<file path="src/rtl/pending_priority_encoder_pkg.sv">
// Shared definitions for the pending priority encoder and its helpers.
//   PE_N_DEFAULT : default number of request lines
//   pe_width()   : index width derived from the number of request lines
//   pe_state_e   : output stage state (EMPTY = nothing presented, FULL = index presented)
package pe_pkg;

  localparam int PE_N_DEFAULT = 8;

  // Index width for n request lines; never narrower than one bit.
  function automatic int pe_width(input int n);
    return (n < 2) ? 1 : $clog2(n);
  endfunction

  typedef enum logic {
    PE_EMPTY = 1'b0,
    PE_FULL  = 1'b1
  } pe_state_e;

endpackage

</file>
<file path="src/rtl/pending_priority_encoder_prio_sel.sv">
// Combinational MSB-first find-first-set.
//   vec_i   : candidate vector (N bits)
//   idx_o   : index of the highest set bit (0 when nothing is set)
//   found_o : high when any bit of vec_i is set
module prio_sel #(
  parameter int N = 8,
  parameter int W = 3
) (
  input  logic [N-1:0] vec_i,
  output logic [W-1:0] idx_o,
  output logic         found_o
);

  // Ascending scan: the last set bit seen overwrites earlier ones, so the
  // highest index wins.
  always_comb begin
    idx_o   = '0;
    found_o = 1'b0;
    for (int i = 0; i < N; i++) begin
      if (vec_i[i]) begin
        idx_o   = W'(i);
        found_o = 1'b1;
      end
    end
  end

endmodule

</file>
<file path="src/rtl/pending_priority_encoder.sv">
// Pending-request priority encoder with a valid/ready output stage.
// Request strobes are collected into a pending register; the highest-index
// pending, unmasked request is presented as a binary index (and one-hot) and
// is retired from pending when the consumer accepts it.
//   clk        : system clock, rising edge
//   rst_n      : asynchronous active-low reset
//   req_i      : request strobes, set pending bits
//   mask_i     : 1 = bit eligible for selection
//   clr_i      : synchronous flush of pending bits and output stage
//   ready_i    : consumer accepts the presented index
//   valid_o    : an event is being presented
//   idx_o      : binary index of the presented event
//   onehot_o   : one-hot form of idx_o, zero when valid_o is low
//   pending_o  : current pending register
//   overflow_o : one-cycle pulse, a request hit an already-pending bit
module pending_priority_encoder
  import pe_pkg::*;
#(
  parameter  int N = PE_N_DEFAULT,
  localparam int W = pe_width(N)
) (
  input  logic         clk,
  input  logic         rst_n,
  input  logic [N-1:0] req_i,
  input  logic [N-1:0] mask_i,
  input  logic         clr_i,
  input  logic         ready_i,
  output logic         valid_o,
  output logic [W-1:0] idx_o,
  output logic [N-1:0] onehot_o,
  output logic [N-1:0] pending_o,
  output logic         overflow_o
);

  pe_state_e    state_q, state_d;
  logic [W-1:0] idx_q, idx_d;
  logic [N-1:0] onehot_q, onehot_d;
  logic [N-1:0] pending_q, pending_d;
  logic         overflow_q, overflow_d;

  logic         accept;
  logic [N-1:0] acc_mask;
  logic [N-1:0] cand;
  logic [W-1:0] sel_idx;
  logic         sel_found;
  logic [N-1:0] sel_onehot;

  // Candidates come from the registered pending bits only, with the event
  // being retired this cycle removed so it is never re-selected.
  assign accept   = (state_q == PE_FULL) & ready_i;
  assign acc_mask = accept ? onehot_q : '0;
  assign cand     = pending_q & mask_i & ~acc_mask;

  prio_sel #(
    .N (N),
    .W (W)
  ) u_prio_sel (
    .vec_i   (cand),
    .idx_o   (sel_idx),
    .found_o (sel_found)
  );

  for (genvar gi = 0; gi < N; gi++) begin : g_onehot
    assign sel_onehot[gi] = (sel_idx == W'(gi));
  end

  always_comb begin
    state_d    = state_q;
    idx_d      = idx_q;
    onehot_d   = onehot_q;
    // A request on the bit being accepted re-sets it as a fresh event.
    pending_d  = (pending_q & ~acc_mask) | req_i;
    overflow_d = |(req_i & pending_q & ~acc_mask);

    if (clr_i) begin
      state_d    = PE_EMPTY;
      onehot_d   = '0;
      pending_d  = '0;
      overflow_d = 1'b0;
    end else begin
      case (state_q)
        PE_EMPTY: begin
          if (sel_found) begin
            state_d  = PE_FULL;
            idx_d    = sel_idx;
            onehot_d = sel_onehot;
          end
        end
        PE_FULL: begin
          // Without an accept the presented event is frozen, even if a
          // higher-priority bit arrives or its mask bit drops.
          if (accept) begin
            if (sel_found) begin
              idx_d    = sel_idx;
              onehot_d = sel_onehot;
            end else begin
              state_d  = PE_EMPTY;
              onehot_d = '0;
            end
          end
        end
        default: begin
          state_d  = PE_EMPTY;
          onehot_d = '0;
        end
      endcase
    end
  end

  always_ff @(posedge clk or negedge rst_n) begin
    if (!rst_n) begin
      state_q    <= PE_EMPTY;
      idx_q      <= '0;
      onehot_q   <= '0;
      pending_q  <= '0;
      overflow_q <= 1'b0;
    end else begin
      state_q    <= state_d;
      idx_q      <= idx_d;
      onehot_q   <= onehot_d;
      pending_q  <= pending_d;
      overflow_q <= overflow_d;
    end
  end

  assign valid_o    = (state_q == PE_FULL);
  assign idx_o      = idx_q;
  assign onehot_o   = onehot_q;
  assign pending_o  = pending_q;
  assign overflow_o = overflow_q;

endmodule

</file>
<file path="config.mk">
export PLATFORM = sky130hd
export DESIGN_NAME = pending_priority_encoder
export DESIGN_NICKNAME = d
export VERILOG_FILES = /design/src/rtl/pending_priority_encoder_pkg.sv /design/src/rtl/pending_priority_encoder_prio_sel.sv /design/src/rtl/pending_priority_encoder.sv
export SDC_FILE = /design/constraint.sdc
export NUM_CORES = 1
export LEC_CHECK = 0
export ABC_AREA = 1
export BUFFER_PORTS_ARGS = -buffer_cell sky130_fd_sc_hd__buf_2
export CORE_MARGIN = 10
export CORE_UTILIZATION = 40
export CTS_CLUSTER_SIZE = 16
export DETAILED_ROUTE_END_ITERATION = 7
export GPL_TIMING_DRIVEN = 0
export HOLD_SLACK_MARGIN = 0.06
export PLACE_DENSITY_LB_ADDON = 0.08
export SLEW_MARGIN = 20
export SYNTH_ARGS = -nofsm -noshare
export SYNTH_HDL_FRONTEND = slang
export SYNTH_SLANG_ARGS = --single-unit
</file>
<file path="constraint.sdc">
create_clock -name clk -period 1.3 [get_ports clk]
set_input_delay 0.26 -clock clk [delete_from_list [all_inputs] [get_ports clk]]
set_output_delay 0.26 -clock clk [all_outputs]
set_load 0.01 [all_outputs]
</file>
=== Word level (Yosys, flattened, before mapping) ===
Cells that the tools add are included.

* Register bits after elaboration: 21
* Bits of input ports: 20
* Output and inout bits: 21
* Logic and storage cells: 59

* Equal/unequal tests: 10
* Multiplexer cells: 30
* Bitwise gates (word level): 10
* Reductions and logical operators: 4

{| class="wikitable"
|+ Operators with widths
! kind !! count
|-
| 2-to-1 mux 8 bit || 6
|-
| bitwise AND 8 bit || 5
|-
| 2-to-1 mux 3 bit || 6
|-
| one-hot mux 8 bit (2 select lines) || 1
|-
| 2-to-1 mux 1 bit || 13
|-
| equality test 3 bit, second input constant || 4
|-
| NOT 8 bit || 1
|-
| bitwise OR 8 bit || 1
|-
| OR reduction 8 bit || 1
|-
| equality test 3 x 2 -> 1 bit, second input constant || 2
|-
| one-hot mux 3 bit (2 select lines) || 1
|-
| 2-to-1 mux 2 bit || 2
|-
| AND reduction 2 bit || 2
|-
| equality test 3 x 1 -> 1 bit, second input constant || 1
|-
| zero test 3 bit || 1
|-
| != test 3 x 2 -> 1 bit, second input constant || 1
|-
| != test 3 bit, second input constant || 1
|-
| != test 2 x 1 -> 1 bit, second input constant || 1
|-
| NOT 1 bit || 2
|-
| one-hot mux 1 bit (2 select lines) || 1
|-
| bitwise AND 1 bit || 1
|}

=== Logic depth before layout (Yosys ltp) ===
* Depth in word-level cells: 16
* Mapped depth: 11

=== Hierarchy ===
A second synthesis with hierarchy kept.

* Cells, all modules: 170
* Area total of the unflattened synthesis: 1,208.7 um^2

{| class="wikitable"
|+ By module, submodules not included
! module !! times used !! cells each !! area each (um^2) !! seq. area each (um^2)
|-
| pending_priority_encoder || 1 || 150 || 1,131.1 || 525.5
|-
| prio_sel || 1 || 20 || 77.6 || 0.0
|}

=== Worst setup path before layout ===
OpenSTA, ideal clock, no wires.

* Path kind: reg2reg
* Start point: register state_q (netlist: valid_o)
* End point: register idx_q[0] (netlist: idx_o[0])
* Library setup time: 0.082 ns
* Data arrival time: 1.295 ns
* Path slack: -0.077 ns
* Cell stages (with the launch flop): 9
* Period minus slack after synthesis: 1.377 ns
* Path through: dfrtp_1 -> buf_6 -> nand3_1 -> nand2_1 -> nand2_4 -> nor2_8 -> a21oi_2 -> nor2_1 -> a31oi_1

* Longest elaborated chain between the ends: 15
* Elaborated cells on any way between the ends: 25
* Classes of those cells: 1 x eq/ne; 19 x mux; 4 x bitwise; 1 x reduce/logical

{| class="wikitable"
|+ RTL lines
! what !! line !! RTL
|-
| start, declared || pending_priority_encoder.sv:35 || <nowiki>pe_state_e state_q, state_d;</nowiki>
|-
| start signal, assigned || pending_priority_encoder.sv:118 || <nowiki>state_q <= state_d;</nowiki>
|-
| bitwise AND 1 bit || pending_priority_encoder.sv:50 || <nowiki>assign accept = (state_q == PE_FULL) & ready_i;</nowiki>
|-
| 2-to-1 mux 8 bit || pending_priority_encoder.sv:51 || <nowiki>assign acc_mask = accept ? onehot_q : '0;</nowiki>
|-
| NOT 8 bit || pending_priority_encoder.sv:52 || <nowiki>assign cand = pending_q & mask_i & ~acc_mask;</nowiki>
|-
| bitwise AND 8 bit || pending_priority_encoder.sv:52 ||
|-
| 2-to-1 mux 1 bit (8 in a row) || pending_priority_encoder_prio_sel.sv:20 || <nowiki>if (vec_i[i]) begin</nowiki>
|-
| 2-to-1 mux 3 bit || pending_priority_encoder.sv:83, pending_priority_encoder.sv:93 ||
|-
| 2-to-1 mux 3 bit || pending_priority_encoder.sv:92 || <nowiki>if (accept) begin</nowiki>
|-
| one-hot mux 3 bit (2 select lines) || pending_priority_encoder.sv:81 || <nowiki>case (state_q)</nowiki>
|-
| end signal, assigned || pending_priority_encoder.sv:119 || <nowiki>idx_q <= idx_d;</nowiki>
|-
| end, declared || pending_priority_encoder.sv:36 || <nowiki>logic [W-1:0] idx_q, idx_d;</nowiki>
|}

Several ways; a longest one is shown, not always the timed one. The select of a mux whose other input is x is not followed.
A chain may end at the register's enable or synchronous reset.

=== Worst setup path in the final report ===
* Start point: register state_q (netlist: valid_o)
* End point: register onehot_q[0] (netlist: onehot_o[0])

* Longest elaborated chain between the ends: 16
* Elaborated cells on any way between the ends: 29
* Classes of those cells: 2 x eq/ne; 21 x mux; 4 x bitwise; 2 x reduce/logical

{| class="wikitable"
|+ RTL lines
! what !! line !! RTL
|-
| bitwise AND 1 bit || pending_priority_encoder.sv:50 ||
|-
| 2-to-1 mux 8 bit || pending_priority_encoder.sv:51 ||
|-
| NOT 8 bit || pending_priority_encoder.sv:52 ||
|-
| bitwise AND 8 bit || pending_priority_encoder.sv:52 ||
|-
| 2-to-1 mux 1 bit || pending_priority_encoder_prio_sel.sv:20 ||
|-
| 2-to-1 mux 2 bit / 2-to-1 mux 1 bit (equally long branches) (2 in a row) || pending_priority_encoder_prio_sel.sv:20 ||
|-
| 2-to-1 mux 3 bit / 2-to-1 mux 1 bit (equally long branches) (4 in a row) || pending_priority_encoder_prio_sel.sv:20 ||
|-
| zero test 3 bit / 2-to-1 mux 1 bit (equally long branches) || pending_priority_encoder.sv:64, pending_priority_encoder_prio_sel.sv:20 ||
|-
| 2-to-1 mux 8 bit || pending_priority_encoder.sv:93 || <nowiki>if (sel_found) begin</nowiki>
|-
| 2-to-1 mux 8 bit || pending_priority_encoder.sv:92 ||
|-
| one-hot mux 8 bit (2 select lines) || pending_priority_encoder.sv:81 ||
|-
| 2-to-1 mux 8 bit || pending_priority_encoder.sv:75 || <nowiki>if (clr_i) begin</nowiki>
|-
| end signal, assigned || pending_priority_encoder.sv:120 || <nowiki>onehot_q <= onehot_d;</nowiki>
|-
| end, declared || pending_priority_encoder.sv:37 || <nowiki>logic [N-1:0] onehot_q, onehot_d;</nowiki>
|}

Several ways; a longest one is shown, not always the timed one. The select of a mux whose other input is x is not followed.

==> results by group <==
Synth
  • Syn nets: roughly 170
  • Mapped Area: roughly 1200 µm²
  • Adder-Cell Fraction of Synth Area: 0%
  • Synth Area in XOR/XNOR: 0%
  • Top-area cell type share of the netlist area: approximately 43%
  • Synth area leaders: dfrtp_1 43%, nand2_1 11%, nand3_1 6.5%
  • Post-synth cell types: 23
  • Sequential fraction of the synthesis area: 42.6%
  • Mux cell area share after synthesis: 0%
  • Syn Area/Cell: about 8 µm²
  • Simple-gate share of the synthesized area: 39.1%
  • Compound-Gate Fraction of Synth Area: under 10%
  • Post-Synthesis Cells: between 150 and 200
  • Yosys Warn Count: 0
  • Largest family of logic cells by synthesized area: simple AND/OR/NAND/NOR gates
  • Largest area contributor in the netlist: dfrtp_1
  • Post-synthesis register bit count: 21

Routing
  • 1st-pass router iterations: 4
  • DR vias: 1193
  • DR WL/cell: between 10 and 15 µm
  • Detailed Route Iter0 Violations: 68
  • # DRC: 0
  • Routed Antenna Nets: 0
  • Routed WL: roughly 3.7 mm
  • DR vias/cell: around 4.8

Pwr
  • Power per cell area: approximately 890 nW/µm²
  • NetSw: ~0.00065 W
  • Seq pwr share: a little over two fifths
  • Peak supply drop: slightly above 0.5 mV
  • Int Power: ~0.0011 W
  • Leak: 0.988 nW
  • Clk pwr share: slightly below 20%
  • Comb pwr share: approximately 37%
  • Switching share of total power: a little under two fifths

Final layout
  • Final non-filler cell total: between 200 and 250
  • Layout cell share with drive strength beyond 1: 56.3%
  • Final instance area: approximately 1900 µm²
  • Commonest non-fill, non-tap cell in the layout: buf_2
  • NumNets Final: 234
  • Most frequent cells in the layout: 40 x buf_2, 24 x nand2_1, 21 x dfrtp_1
  • Diodes inserted: 0
  • Area Overhead vs Synth: 58.0%

Global routing
  • Met2 global-route usage: 21.3%
  • Total gr overflow: 0
  • All-Layer GR Usage: roughly an eighth
  • GRT met1 Usage: approximately 16%
  • Gr busiest metal: met2
  • Met3 usage: 2.99%
  • Number of global-route vias before repair: roughly 1200
  • Largest net degree at the start of global routing: 22
  • First-pass GRT wire length: 5.64 mm
  • Number of antenna violations at the first check in global routing: 0

Outcome
  • Violated checks: negative setup slack
  • Status: finished, violations left

CTS
  • Clock sinks: 21
  • TritonCTS Buffers: 3
  • H-Tree Depth: 1
  • CTS tree: built
  • Clock latency on the worst-skew pair: approximately 0.32 ns
  • Clock tree buffer depth: 2
  • Clock-pin slew on the worst setup and hold paths: 0.13 ns
  • Root buffer cell: clkbuf_4

Worst setup path
  • CP max FO: 5
  • R2r worst-path depth: 9
  • Flop2flop setup slack: -0.18 ns
  • Crit path DAT: about 1.7 ns
  • Worst Path Required: between 1.5 and 2 ns
  • Crit Path Category: reg -> reg
  • CP Capture Type: flop
  • Worst path slowest cell: dfrtp_1
  • Cell Chain, Critical Path: buf_6 -> nand3_4 -> nand2_4 -> buf_4 -> nand2_1 -> nand2_2 -> nand2_4 -> nand3_4 -> o21ai_2
  • Worst stage delay on the critical path: ~0.44 ns
  • Path length in cells of the critical path: 9
  • Critical path's top delay family: simple AND/OR/NAND/NOR gates
  • WP buf/inv: 2
  • CP startpoint kind: flop

Placed design
  • Place WS: -0.251 ns
  • Gp weighted congestion: 0.817
  • IO Port Bufs: 40
  • Placed Area: about 1500 µm²
  • Post-DP HPWL: roughly 2.6 mm
  • Placed insts: approximately 230

Die
  • Die area: roughly 5700 µm²
  • Chip height: around 76 µm
  • Die width: roughly 76 µm
  • Row cnt: 20
  • Top-Level Pins: 41
  • Initial Util: just over 40%
  • Total core area: approximately 3000 µm²

Worst hold path
  • Hold WC Path Type: in -> reg
  • Hold Path Stages: 3

Job
  • Max_cap viols: 0

Timing
  • Endpoints failing setup: 13
  • Relative slew slack: ~64%
  • Final hold viol count: 0
  • Max Clock Skew: ~0.009 ns
  • Max Clk Rate: between 600 and 700 MHz
  • Worst-margin pin slew: 0.546 ns
  • Fin crit share: 114%
  • Final worst slack: -0.185 ns
  • Post-layout minimum cycle time: around 1.5 ns
  • Slew Viols, Final: 0
  • RSZ-0062 raised after global routing: yes
  • Hold_ws: roughly 0.16 ns
power groups by stage:
stage | clock network, W | logic [W] | registers [W]
floorplan | 0 | 0.000262 | 0.000791
global placement | 0 | 0.000448 | 0.000761
detailed placement | 0 | 0.000454 | 0.000765
CTS | 0.000339 | 0.000536 | 0.000758
global route | 0.000377 | 0.000691 | 0.000770
finish | 0.000341 | 0.000634 | 0.000760
cell type report:
type | count | area [µm²]
buffer | 3 | 26.3
clock buffer | 4 | 26.3
fill | 261 | 1060
inverter | 23 | 91.3
multi-input combinational | 107 | 893
sequential | 21 | 526
tap | 33 | 41.3
timing repair buffer | 55 | 343
kinds of logic after synthesis:
| kind of cell | count (synthesis) |
|---|---|
| buffers and inverters | 26 |
| and+or+nand+nor | 90 |
| DFF | 21 |
| AOI/OAI and AO/OA | 17 |
flip-flops by register name, indices dropped and copies added (netlist names):
signal and count:
pending_o 8, onehot_o 8, idx_o 3, overflow_o 1, valid_o 1
metal layers:
metal  up-vias  wire [µm]
met5         -          0
met4         0         70
met3         7        192
met2        27       1950
met1       543       1450
li1        616          -
cells in the mapped netlist (all sizes together):
| library cell | count |
|---|---|
| a21oi | 5 |
| a31oi | 1 |
| buf | 2 |
| clkbuf | 1 |
| clkinv | 2 |
| dfrtp | 21 |
| inv | 21 |
| nand2 | 44 |
| nand3 | 23 |
| nand4 | 3 |
| nor2 | 19 |
| nor3 | 1 |
| o2111ai | 1 |
| o21ai | 9 |
| o22ai | 1 |
repair_timing:
item | CTS | global route
setup buffers | 6 | 7
hold buffers | 1 | 0
endpoints found under the setup margin | 13 | 13
resized for setup | 30 | 36
gates cloned | 1 | 0
pin swaps | 18 | 25
hold endpoints to repair | 21 | 0
metrics by stage:
| stage | power (W) | utilization, % | TNS [ns] |
|---|---|---|---|
| floorplan | 0.00105 | - | -0.520 |
| global placement | 0.00121 | 50.3 | -1.88 |
| detailed placement | 0.00122 | 50.3 | -2.33 |
| CTS | 0.00163 | 58.5 | -1.76 |
| global route | 0.00184 | 64.8 | -3.22 |
| finish | 0.00173 | 64.8 | -1.85 |
final timing paths:
check                                     start                 endpoint
max in group asynchronous                 rst_n  onehot_o[1]$_DFFE_PN0P_
min reg2reg                idx_o[1]$_DFFE_PN0P_     idx_o[1]$_DFFE_PN0P_
min                                    req_i[4]   pending_o[4]$_DFF_PN0_
max                           valid_o$_DFF_PN0_  onehot_o[0]$_DFFE_PN0P_
max reg2reg                   valid_o$_DFF_PN0_  onehot_o[0]$_DFFE_PN0P_
min in group asynchronous                 rst_n     idx_o[0]$_DFFE_PN0P_
worst min-delay path: cells and delay by family:
kind / cells / cell delay, ns
buffers and inverters: 1 / 0.09
and+or+nand+nor: 2 / 0.11
No activity file was read; power rests on OpenSTA's default activity.
